--- src/rtl/wakeup_bcast_pkg.sv ---
// Shared widths, wheel entry type and bus-slicing helpers for the wakeup broadcaster.
// Pure declarations: no latency, no backpressure.
package wakeup_bcast_pkg;

    localparam int WIDTH_REG = 5;
    localparam int WIDTH_BRM = 3;
    localparam int MAX_LAT   = 4;
    localparam int WIDTH_LAT = 2;
    localparam int NUM_PORTS = 4;
    localparam int NUM_BRM   = 2 ** WIDTH_BRM;

    typedef struct packed {
        logic                 vld;
        logic [WIDTH_REG-1:0] rd;
        logic [WIDTH_BRM-1:0] brm;
    } wheel_ent_t;

    function automatic logic killf(input logic [NUM_BRM-1:0] brkill,
                                   input logic [WIDTH_BRM-1:0] brm);
        return brkill[brm];
    endfunction

    function automatic logic [WIDTH_REG-1:0] get_rd(input logic [NUM_PORTS*WIDTH_REG-1:0] bus,
                                                    input int p);
        return bus[p*WIDTH_REG +: WIDTH_REG];
    endfunction

    function automatic logic [WIDTH_LAT-1:0] get_lat(input logic [NUM_PORTS*WIDTH_LAT-1:0] bus,
                                                     input int p);
        return bus[p*WIDTH_LAT +: WIDTH_LAT];
    endfunction

    function automatic logic [WIDTH_BRM-1:0] get_brm(input logic [NUM_PORTS*WIDTH_BRM-1:0] bus,
                                                     input int p);
        return bus[p*WIDTH_BRM +: WIDTH_BRM];
    endfunction

endpackage

--- src/rtl/wakeup_lane.sv ---
// Single-port timing wheel: holds one issued tag per stage and drives it on the lane L cycles later.
// Latency = encoded lat + 1 cycles; no backpressure, a colliding issue is dropped and flagged.
module wakeup_lane
    import wakeup_bcast_pkg::*;
(
    input  logic                 clk,
    input  logic                 rst,
    input  logic                 val,
    input  logic [WIDTH_REG-1:0] rd,
    input  logic [WIDTH_LAT-1:0] lat,
    input  logic [WIDTH_BRM-1:0] brm,
    input  logic [NUM_BRM-1:0]   brkill,
    output logic [WIDTH_REG-1:0] wdest,
    output logic [MAX_LAT-1:0]   busy,
    output logic                 conflict
);

    wheel_ent_t stg     [MAX_LAT];
    wheel_ent_t sh      [MAX_LAT];
    wheel_ent_t stg_nxt [MAX_LAT];
    logic       ins;
    logic       collide;
    logic       conflict_nxt;

    always_comb begin
        for (int k = 0; k < MAX_LAT; k++) begin
            sh[k]      = '0;
            stg_nxt[k] = '0;
        end
        for (int k = 0; k < MAX_LAT - 1; k++) begin
            sh[k] = stg[k+1];
        end

        // A killed older entry yields its slot to the new issue.
        ins          = val && (rd != '0);
        collide      = sh[lat].vld && !killf(brkill, sh[lat].brm);
        conflict_nxt = ins && collide;

        for (int k = 0; k < MAX_LAT; k++) begin
            stg_nxt[k]     = sh[k];
            stg_nxt[k].vld = sh[k].vld && !killf(brkill, sh[k].brm);
        end
        if (ins && !collide) begin
            stg_nxt[lat].vld = !killf(brkill, brm);
            stg_nxt[lat].rd  = rd;
            stg_nxt[lat].brm = brm;
        end
    end

    always_ff @(posedge clk or posedge rst) begin
        if (rst) begin
            for (int k = 0; k < MAX_LAT; k++) begin
                stg[k] <= '0;
            end
            conflict <= 1'b0;
        end else begin
            for (int k = 0; k < MAX_LAT; k++) begin
                stg[k] <= stg_nxt[k];
            end
            conflict <= conflict_nxt;
        end
    end

    // Busy reflects raw occupancy; a pending kill is not visible to select.
    always_comb begin
        busy = '0;
        for (int k = 0; k < MAX_LAT - 1; k++) begin
            busy[k] = stg[k+1].vld;
        end
    end

    assign wdest = stg[0].vld ? stg[0].rd : '0;

endmodule

--- src/rtl/wakeup_bcast.sv ---
// Four independent wakeup timing wheels packed onto the 4-lane destination-tag bus.
// Latency 1..MAX_LAT cycles per op; no backpressure, collisions drop the issue and pulse o_conflict.
module wakeup_bcast
    import wakeup_bcast_pkg::*;
(
    input  logic                           i_clk,
    input  logic                           i_rst,
    input  logic [NUM_PORTS-1:0]           i_issue_val,
    input  logic [NUM_PORTS*WIDTH_REG-1:0] i_issue_rd,
    input  logic [NUM_PORTS*WIDTH_LAT-1:0] i_issue_lat,
    input  logic [NUM_PORTS*WIDTH_BRM-1:0] i_issue_brm,
    input  logic [NUM_BRM-1:0]             i_brkill,
    output logic [NUM_PORTS*WIDTH_REG-1:0] o_WDest4x,
    output logic [NUM_PORTS*MAX_LAT-1:0]   o_busy,
    output logic [NUM_PORTS-1:0]           o_conflict
);

    for (genvar p = 0; p < NUM_PORTS; p++) begin : g_lane
        wakeup_lane u_lane (
            .clk      (i_clk),
            .rst      (i_rst),
            .val      (i_issue_val[p]),
            .rd       (get_rd(i_issue_rd, p)),
            .lat      (get_lat(i_issue_lat, p)),
            .brm      (get_brm(i_issue_brm, p)),
            .brkill   (i_brkill),
            .wdest    (o_WDest4x[p*WIDTH_REG +: WIDTH_REG]),
            .busy     (o_busy[p*MAX_LAT +: MAX_LAT]),
            .conflict (o_conflict[p])
        );
    end

endmodule

--- config.mk ---
export PLATFORM = sky130hd
export DESIGN_NAME = wakeup_bcast
export DESIGN_NICKNAME = d
export VERILOG_FILES = /design/src/rtl/wakeup_bcast_pkg.sv /design/src/rtl/wakeup_lane.sv /design/src/rtl/wakeup_bcast.sv
export SDC_FILE = /design/constraint.sdc
export NUM_CORES = 1
export LEC_CHECK = 0
export BUFFER_PORTS_ARGS = -buffer_cell sky130_fd_sc_hd__buf_2
export CAP_MARGIN = 0
export CORE_MARGIN = 10
export CORE_UTILIZATION = 50
export CTS_BUF_LIST = sky130_fd_sc_hd__clkbuf_4
export CTS_CLUSTER_SIZE = 25
export DETAILED_ROUTE_END_ITERATION = 6
export PLACE_DENSITY = 0.71
export SYNTH_ARGS = -nofsm -noshare
export SYNTH_HDL_FRONTEND = slang
export SYNTH_HIERARCHICAL = 1
export SYNTH_SLANG_ARGS = --single-unit
--- constraint.sdc ---
create_clock -name i_clk -period 2.6 [get_ports i_clk]
set_input_delay 0.26 -clock i_clk [delete_from_list [all_inputs] [get_ports i_clk]]
set_output_delay 0.26 -clock i_clk [all_outputs]
set_load 0.005 [all_outputs]
* Word level (Yosys, flattened, before mapping) *
Index checks and enable logic that the tools add are counted.

word-level totals
  bits in registers = 136
  bits of input ports = 54
  output and inout bits = 40
  word-level logic and storage cells = 236

operators by class
  order comparisons = 28
  mux-type cells = 96
  bitwise operators = 4
  reductions and logical operators = 60

operator list
  operator              count
  $bwmux W36            12
  $demux W9 S2          12
  $mux W36              4
  $mux W9               12
  $lt A3 B4 Y1 const B  20
  $bmux W9 S2           4
  $bmux W1 S3           20
  $logic_and A1 B1 Y1   32
  $mux W8               4
  $logic_not A1 Y1      24
  $mux W1               20
  $mux W5               4
  $reduce_bool A5 Y1    4
  $ge A3 B3 Y1 const B  4
  $lt A3 B1 Y1 const B  4
  $mux W3               4
  $not A2 Y3            4

* Depth between registers and ports, before layout *
Gate-level depths: netlist of run 1.

  word-level depth = 11
  depth in mapped cells = 8
  gate-level depth less buffers = 6

* By module *
Netlist of run 1, hierarchy kept.

modules (own cells, without submodules)
  module                               times used  cells an instance  area each (µm²)  seq. area each (µm²)
  wakeup_lane at g_lane[1].u_lane ...  3           138                1804.2           850.8
  wakeup_lane at g_lane[0].u_lane      1           145                1845.5           850.8

* Least setup slack after synthesis of run 1 *
No wires, ideal clock.

  path type = input port to flip-flop
  start = input port i_issue_lat[3]
  end = register g_lane[1].u_lane/stg[30] (netlist bit)
  library setup time = 125 ps
  arrival time = 2054 ps
  data required time = 2475 ps
  path slack = 422 ps
  cell stages on the path = 7
  path buffers = 1
  path through = buf_6 -> mux2_4 -> mux2_2 -> mux2i_1 -> a221oi_4 -> o21ai_2 -> mux2_2

RTL lines
  item                            RTL line            source
  start: declaration              wakeup_bcast.sv:10  input logic [NUM_PORTS*WIDTH_LAT-1:0] i_issue_lat,
  end signal: indexed assignment  wakeup_lane.sv:58   stg[k] <= stg_nxt[k];
  end: declaration                wakeup_lane.sv:18   wheel_ent_t stg [MAX_LAT];

==> summary.txt, run 1 <==
status: finished clean
Detailed Route Iter0 Violations: 450
most common cell after layout, fill and taps aside: dfrtp_1
critical path's slowest cell: a221oi_4
RSZ-0062 raised after global routing: no
drt via density: 5.76
total negative slack: 0 ns
Filler cells: 1133
initial antenna violation count: 1
pre-CTS setup slack: 0.150 ns
Max Clk Rate: 0.417 GHz
TritonCTS clock tree: built
largest net degree at the start of global routing: 35
grt ovf: 0
commonest non-fill, non-tap cells in the layout: dfrtp_1 (136), buf_2 (89), mux2_2 (73)
CP Launch Type: flip-flop
Final Wtd Congestion: 0.900
skew final: 0.0136 ns
leakage: 3.87 nW
Row Count: 43
placed cell areas: 0.00782 mm2
Die ar.: 0.0197 mm2
max_cap viols: 0
CTS root buf: clkbuf_4
worst hold slack: 0.0837 ns
first-pass GRT wire length: 28.2 mm
critical-path cell list: mux2_4, mux2_2, mux2i_1, a221oi_4, o21ai_2, mux2_2
top cells by area, synth: dfrtp_1 (47%), mux2_2 (11%), mux4_2 (9.9%), mux2i_1 (5.4%), and2_1 (4.7%)
H-tree levels: 4
Max Slew Vio Count: 0
Global Route Usage Sum: 17.5%
share of the synthesized area in the top cell type: 46.9%
kind of cell adding the most delay to the critical path: multiplexers
hold path startpoint: i_issue_lat[4]
Reg2Reg Launch Point: g_lane[2].u_lane/sh[9]
share of cells above drive strength 1: 37.5%
maximum vdd drop: 278 uV
Reg area: 0.00340 mm2
clk sinks: 136
I/O pin cnt: 94
Syn Nets: 613
Die Y: 140 um
post-route cell area: 0.00846 mm2
Reg clk slew, reported paths: 0.12 ns
CP Capture Type: flip-flop
WS Path Type: reg -> reg
vias in the first global route: 5492
cell count after synthesis: 559
CTS Buffer Depth: 2
worst setup path startpoint: g_lane[2].u_lane/sh[9]
Slowest Stage Delay on Critical Path: 0.54 ns
Final ANT Viol Nets: 0
Synth cell types: 41
initial core utilization: 51.7%
CP bufs+invs: 0
Synth area leader: dfrtp_1
synth warn: 6
via count: 5095
sequential area share after synthesis: 46.9%
DIE WIDTH: 140 um
endpoints failing setup: 0
IO Port Bufs: 89
Area Overhead vs Synth: 16.5%
DP HPWL: 11.7 mm
Fin. Hold Viols: 0
mean post-synth cell area: 13.0 um2
R2R Setup Slk: 0.20 ns
CP max FO: 6
Mapped Area: 0.00726 mm2
Crit path top cell by count: mux2_2
Data arrival, critical path: 2.85 ns
wire per inst: 18.9 um
Num CTS Buffers: 17
Req. time, crit path: 3.06 ns
drt pass-1 iters: 4
drt drc: 0
Final Critical Period: 2.40 ns
clock latency on the worst-skew pair: 0.56 ns
final core occ: 60.2%
# nets final: 745
Power Dens Cells: 504 mW/mm2
final setup margin: 0.202 ns
Yosys reg bits: 136
final wirelength: 16.7 mm
Final period util: 92.2%
postcts setup bufs: 0
core area: 0.0140 mm2
Hold WC Path Type: in -> reg
multi-input logic area: 0.00363 mm2
[layer usage]
| metal | vias to the layer above | part of all wire, % | track usage (%) | wire (um) |
|---|---|---|---|---|
| li1 | 2327 | - | - | - |
| met1 | 2575 | 42 | 21.8 | 7110 |
| met2 | 160 | 50 | 28.7 | 8400 |
| met3 | 31 | 5.4 | 4.16 | 912 |
| met4 | 2 | 1.8 | 6.68 | 299 |
| met5 | - | 0.042 | 0 | 7 |
[power by group]
part	switching (mW)	internal (mW)	total (mW)
clock network	0.786	0.455	1.24
registers	0.0645	2.23	2.29
logic	0.372	0.354	0.726
[final timing paths]
check,to,cells past startpoint
worst max-delay path,g_lane[2].u_lane/stg[33],6
min in group asynchronous,g_lane[0].u_lane/sh[18],4
worst min-delay path,g_lane[2].u_lane/sh[14],3
worst max register to register,g_lane[2].u_lane/stg[33],6
max in group asynchronous,g_lane[3].u_lane/sh[18],4
worst min register to register,g_lane[0].u_lane/sh[31],1
[flip-flops by register name, indices dropped and copies added, names as in the netlist]
signal,flops
g_lane.u_lane/busy,12
g_lane.u_lane/conflict,4
g_lane.u_lane/sh,96
g_lane.u_lane/stg,24
[Yosys cell counts, drive strengths merged]
cell type / count
a211oi: 1
a21boi: 2
a21oi: 4
a221oi: 3
a22o: 3
a2bb2oi: 4
a32o: 6
and2: 54
and3: 2
and3b: 3
buf: 21
clkbuf: 5
conb: 4
dfrtp: 136
inv: 10
mux2: 76
mux2i: 39
mux4: 32
nand2: 44
nand2b: 3
nand3: 1
nand3b: 1
nor2: 14
nor2b: 12
nor3: 6
nor3b: 6
o211ai: 8
o21a: 2
o21ai: 31
o221a: 1
o221ai: 1
o2bb2ai: 17
o311ai: 3
or4: 4
[worst min-delay path, delay by kind of cell]
family	cells	cell delay (ns)
buf+inv	1	0.17
simple gates	2	0.18
[timing repair]
| item | 4_1_cts | 5_1_grt |
|---|---|---|
| hold buffers | 39 | 0 |
| gates resized for setup | 0 | 0 |
| hold endpoints to repair | 238 | 0 |
[final cells by class]
class | count | share of cell area [%]
multi-input cells | 387 | 42.9
flip-flops and latches | 136 | 40.2
repair buffers | 139 | 10.9
well taps | 180 | 2.66
clock buffers | 17 | 1.51
clock inverters | 15 | 1.33
inverters | 10 | 0.444
diodes | 1 | 0.0296
[logic make-up after synthesis]
logic type / after synthesis / synth area share (%)
muxes: 147 / 27.3
buffers and inverters: 36 / 3.12
DFF: 136 / 46.9
and+or+nand+nor: 150 / 11.4
AOI/OAI and AO/OA: 86 / 11.1
other: 4 / 0.207
[metrics by stage]
stage | power (mW) | cells
5_1_grt | 4.46 | 884
4_1_cts | 4.29 | 884
2_1_floorplan | 2.79 | 559
6_report | 4.26 | 885
3_3_place_gp | 2.99 | 813
3_5_place_dp | 3.02 | 813
No activity file was read; power rests on OpenSTA's default activity.
==> run 2, diff against run 1 <==
--- a/config.mk
+++ b/config.mk
@@ -13,6 +13,7 @@
 export CTS_CLUSTER_SIZE = 25
 export DETAILED_ROUTE_END_ITERATION = 6
 export PLACE_DENSITY = 0.71
+export RECOVER_POWER = 100
 export SYNTH_ARGS = -nofsm -noshare
 export SYNTH_HDL_FRONTEND = slang
 export SYNTH_HIERARCHICAL = 1
==> summary.txt, run 2 (synthesis results as in run 1) <==
most common cell after layout, fill and taps aside: dfrtp_1
max_cap viols: 4
initial core utilization: 51.7%
drt drc: 0
status: finished with violations
clock latency on the worst-skew pair: 0.56 ns
total negative slack: 0 ns
Fin. Hold Viols: 0
Area Overhead vs Synth: 15.1%
largest net degree at the start of global routing: 35
Global Route Usage Sum: 17.5%
RSZ-0062 raised after global routing: no
CP Launch Type: flip-flop
skew final: 0.0161 ns
Max Clk Rate: 0.410 GHz
Req. time, crit path: 3.05 ns
first-pass GRT wire length: 28.2 mm
Final Critical Period: 2.44 ns
final core occ: 59.5%
wire per inst: 19.0 um
commonest non-fill, non-tap cells in the layout: dfrtp_1 (136), mux2_2 (71), buf_2 (53)
Reg clk slew, reported paths: 0.11 ns
DP HPWL: 11.7 mm
worst hold slack: 0.0864 ns
share of cells above drive strength 1: 30.3%
Num CTS Buffers: 17
leakage: 3.67 nW
via count: 5129
CTS Buffer Depth: 2
clk sinks: 136
drt pass-1 iters: 5
vias in the first global route: 5492
maximum vdd drop: 286 uV
Max Slew Vio Count: 140
Filler cells: 1167
Power Dens Cells: 508 mW/mm2
CTS root buf: clkbuf_4
IO Port Bufs: 89
drt via density: 5.80
grt ovf: 0
final wirelength: 16.8 mm
DIE WIDTH: 140 um
violations in the final reports: max-capacitance violations, max-slew violations
Final period util: 93.8%
Detailed Route Iter0 Violations: 426
WS Path Type: reg -> reg
endpoints failing setup: 0
# nets final: 745
core area: 0.0140 mm2
H-tree levels: 4
post_cts resized: 0
Die ar.: 0.0197 mm2
Max-slew headroom: -19.1%
TritonCTS clock tree: built
Row Count: 43
Final Wtd Congestion: 0.900
initial antenna violation count: 1
postcts setup bufs: 0
Final ANT Viol Nets: 0
max reg flops: 96
CP max FO: 6
Data arrival, critical path: 2.89 ns
Die Y: 140 um
Worst Max-Slew Pin Slew: 1.79 ns
I/O pin cnt: 94
Hold WC Path Type: in -> reg
CP Capture Type: flip-flop
## run 2: cell count changes in the layout (fill, tap and decap cells not counted), moves of 2 or more
cell / delta
mux2_2: -2
buf_4: -7
buf_2: -36
clkbuf_1: +43
a21boi_1: +2
and2_0: +28
mux2_1: +2
a21boi_2: -2
and2_1: -28
## run 2: layer usage
metal	track usage [%]	vias up	part of all wire [%]
met1	21.8	2606	42
met5	0	-	0.042
li1	-	2323	-
met4	6.68	2	1.8
met3	4.16	33	5.9
met2	28.7	165	50
## run 2: per-stage QoR
step | power [mW] | cell area, um2 | setup WS (ns) | instances
3_3_place_gp | 2.99 | 7820 | 0.213 | 813
5_1_grt | 4.44 | 8350 | 0.0329 | 884
3_5_place_dp | 3.02 | 7820 | 0.150 | 813
6_report | 4.24 | 8350 | 0.161 | 885
2_1_floorplan | 2.79 | 7260 | 0.422 | 559
4_1_cts | 4.29 | 8450 | 0.190 | 884
## run 2: critical path, stage by stage (launching register included)
cell,delay (ns)
dfrtp_1,0.46
mux2_4,0.30
mux2_1,0.36
mux2i_1,0.18
a221oi_4,0.52
o21ai_2,0.21
mux2_2,0.31
## run 2: what timing repair did
item,in CTS,in global routing
hold buffers,39,0
endpoints found under the hold margin,238,0
setup endpoints to repair,0,0
## run 2: path summary, 6_finish.rpt
check / to / startpoint / slack (ns) / cells past startpoint
max: g_lane[3].u_lane/stg[31] / g_lane[3].u_lane/sh[9] / 0.16 / 6
min reg2reg: g_lane[0].u_lane/sh[31] / g_lane[0].u_lane/sh[22] / 0.46 / 1
min in group asynchronous: g_lane[0].u_lane/sh[12] / i_rst / 0.91 / 4
min: g_lane[0].u_lane/conflict / i_issue_val[0] / 0.09 / 3
max in group asynchronous: g_lane[3].u_lane/sh[11] / i_rst / 0.64 / 4
max reg2reg: g_lane[3].u_lane/stg[31] / g_lane[3].u_lane/sh[9] / 0.16 / 6
## run 2: cell type report
class                      instances  area, um2  share of cell area (%)
sequential                       136       3400                    40.7
clock buffer                      17        128                    1.53
tap                              180        225                    2.70
antenna                            1       2.50                  0.0300
inverter                          10       37.5                   0.449
clock inverter                    15        113                    1.35
timing repair buffer             139        847                    10.1
multi-input combinational        387       3600                    43.1
## run 2: where the power goes
group | leakage, nW | switching, mW | internal [mW]
Sequential | 1.83 | 0.0650 | 2.23
Clock | 0.132 | 0.787 | 0.455
Combinational | 1.71 | 0.369 | 0.339
==> run 3, diff against run 2 <==
--- a/config.mk
+++ b/config.mk
@@ -12,6 +12,7 @@
 export CTS_BUF_LIST = sky130_fd_sc_hd__clkbuf_4
 export CTS_CLUSTER_SIZE = 25
 export DETAILED_ROUTE_END_ITERATION = 6
+export MAX_ROUTING_LAYER = met4
 export PLACE_DENSITY = 0.71
 export RECOVER_POWER = 100
 export SYNTH_ARGS = -nofsm -noshare
==> constraint.sdc (replaced) <==
create_clock -name i_clk -period 2.75 [get_ports i_clk]
set_input_delay 0.275 -clock i_clk [delete_from_list [all_inputs] [get_ports i_clk]]
set_output_delay 0.275 -clock i_clk [all_outputs]
set_load 0.005 [all_outputs]
==> summary.txt, run 3 (synthesis results as in run 1) <==
Comb power frac: 15.7%
via count: 5053
core area: 0.0140 mm2
Reg clk slew, reported paths: 0.12 ns
Fin. Hold Viols: 0
R2R Setup Slk: 0.23 ns
largest net degree at the start of global routing: 35
post-route cell area: 0.00840 mm2
drt drc: 0
leakage: 3.67 nW
Final period util: 91.5%
CTS Buffer Depth: 2
Area Overhead vs Synth: 15.7%
worst-case reg-to-reg path depth: 6
CP Launch Type: flip-flop
Final ANT Viol Nets: 0
max_cap viols: 4
most common cell after layout, fill and taps aside: dfrtp_1
CTS root buf: clkbuf_4
violations in the final reports: max-capacitance violations, max-slew violations
RSZ-0062 raised after global routing: no
WS Path Type: reg -> reg
CP Capture Type: flip-flop
skew final: 0.0190 ns
Worst Max-Slew Pin Slew: 1.79 ns
IO Port Bufs: 89
sequential power share: 51.3%
Data arrival, critical path: 2.96 ns
final wirelength: 16.6 mm
first-pass GRT wire length: 28.0 mm
Reg area: 0.00340 mm2
clk sinks: 136
multi-input logic area: 0.00358 mm2
Max-slew headroom: -19.5%
Hold Crit Endpoint: g_lane[0].u_lane/conflict
Filler cells: 1166
DP HPWL: 11.7 mm
Sw Ratio: 27.7%
postcts setup bufs: 0
post_cts resized: 0
Power Dens Cells: 503 mW/mm2
max reg flops: 96
wire per inst: 18.8 um
Die Y: 140 um
hold path startpoint: i_issue_val[0]
vias in the first global route: 5499
I/O pin cnt: 94
Final Wtd Congestion: 0.900
commonest non-fill, non-tap cells in the layout: dfrtp_1 (136), mux2_2 (70), buf_2 (50)
initial antenna violation count: 2
endpoints failing setup: 0
cts hold-fix bufs: 40
Num CTS Buffers: 17
sw power: 1.17 mW
hold path cells: 3
Final Critical Period: 2.52 ns
Max Clk Rate: 0.397 GHz
worst hold slack: 0.0661 ns
Req. time, crit path: 3.19 ns
Clock Power Share: 33.0%
dpl cells: 811
Die ar.: 0.0197 mm2
clock latency on the worst-skew pair: 0.55 ns
status: finished with violations
placed cell areas: 0.00781 mm2
Hold WC Path Type: in -> reg
worst setup path startpoint: g_lane[1].u_lane/sh[9]
drt pass-1 iters: 4
initial core utilization: 51.7%
grt ovf: 0
Reg2Reg Launch Point: g_lane[1].u_lane/sh[9]
Detailed Route Iter0 Violations: 439
TritonCTS clock tree: built
CP max FO: 6
Global Route Usage Sum: 17.8%
# nets final: 744
Row Count: 43
H-tree levels: 4
Max Slew Vio Count: 140
Int Pwr: 3.05 mW
share of cells above drive strength 1: 29.4%
total negative slack: 0 ns
final std cells w/o fill: 887
DIE WIDTH: 140 um
RR Endpoint: g_lane[1].u_lane/stg[34]
maximum vdd drop: 296 uV
final setup margin: 0.234 ns
pre-CTS setup slack: 0.255 ns
drt via density: 5.70
## run 3: how the worst max path moves through the flow
stage | end | cells past startpoint
3_5_place_dp | g_lane[2].u_lane/sh[20] | 7
4_1_cts | g_lane[2].u_lane/sh[18] | 6
5_1_grt | g_lane[1].u_lane/stg[33] | 6
6_report | g_lane[1].u_lane/stg[34] | 6
2_1_floorplan | g_lane[1].u_lane/stg[30] | 7
3_3_place_gp | g_lane[2].u_lane/sh[18] | 7
## run 3: area by class of cell
cell class | instances | area share, %
diodes | 4 | 0.119
well taps | 180 | 2.68
repair buffers | 138 | 9.99
clock inverters | 15 | 2.07
multi-input cells | 387 | 42.6
clock buffers | 17 | 1.52
flip-flops and latches | 136 | 40.5
inverters | 10 | 0.447
## run 3: critical path, stage by stage (launching register included)
cell,delay (ns)
dfrtp_1,0.46
mux2_1,0.36
mux2_1,0.37
mux2i_1,0.18
a221oi_4,0.53
o21ai_2,0.20
mux2_2,0.31
## run 3: through the flow
stage / util (%) / total power [mW]
after CTS: 60.6 / 4.29
final: 59.8 / 4.23
after floorplan: - / 2.64
after detailed placement: 55.6 / 2.85
after global routing: 59.8 / 4.43
after global placement: 55.6 / 2.82
## run 3: power by group through the flow
stage / registers, mW / clock network [mW] / logic [mW]
2_1_floorplan: 2.19 / 0 / 0.453
6_report: 2.17 / 1.40 / 0.662
3_5_place_dp: 2.21 / 0 / 0.642
5_1_grt: 2.18 / 1.52 / 0.729
3_3_place_gp: 2.20 / 0 / 0.622
4_1_cts: 2.17 / 1.44 / 0.688
## run 3: layer usage
metal  part of all wire [%]  GRT usage [%]  wire length, um  vias up
li1                       -              -                -     2321
met1                     43           21.5             7110     2570
met2                     50           28.2             8380      138
met3                    5.2           4.23              869       24
met4                    1.7           7.45              284        0
met5                      0              -                0        -
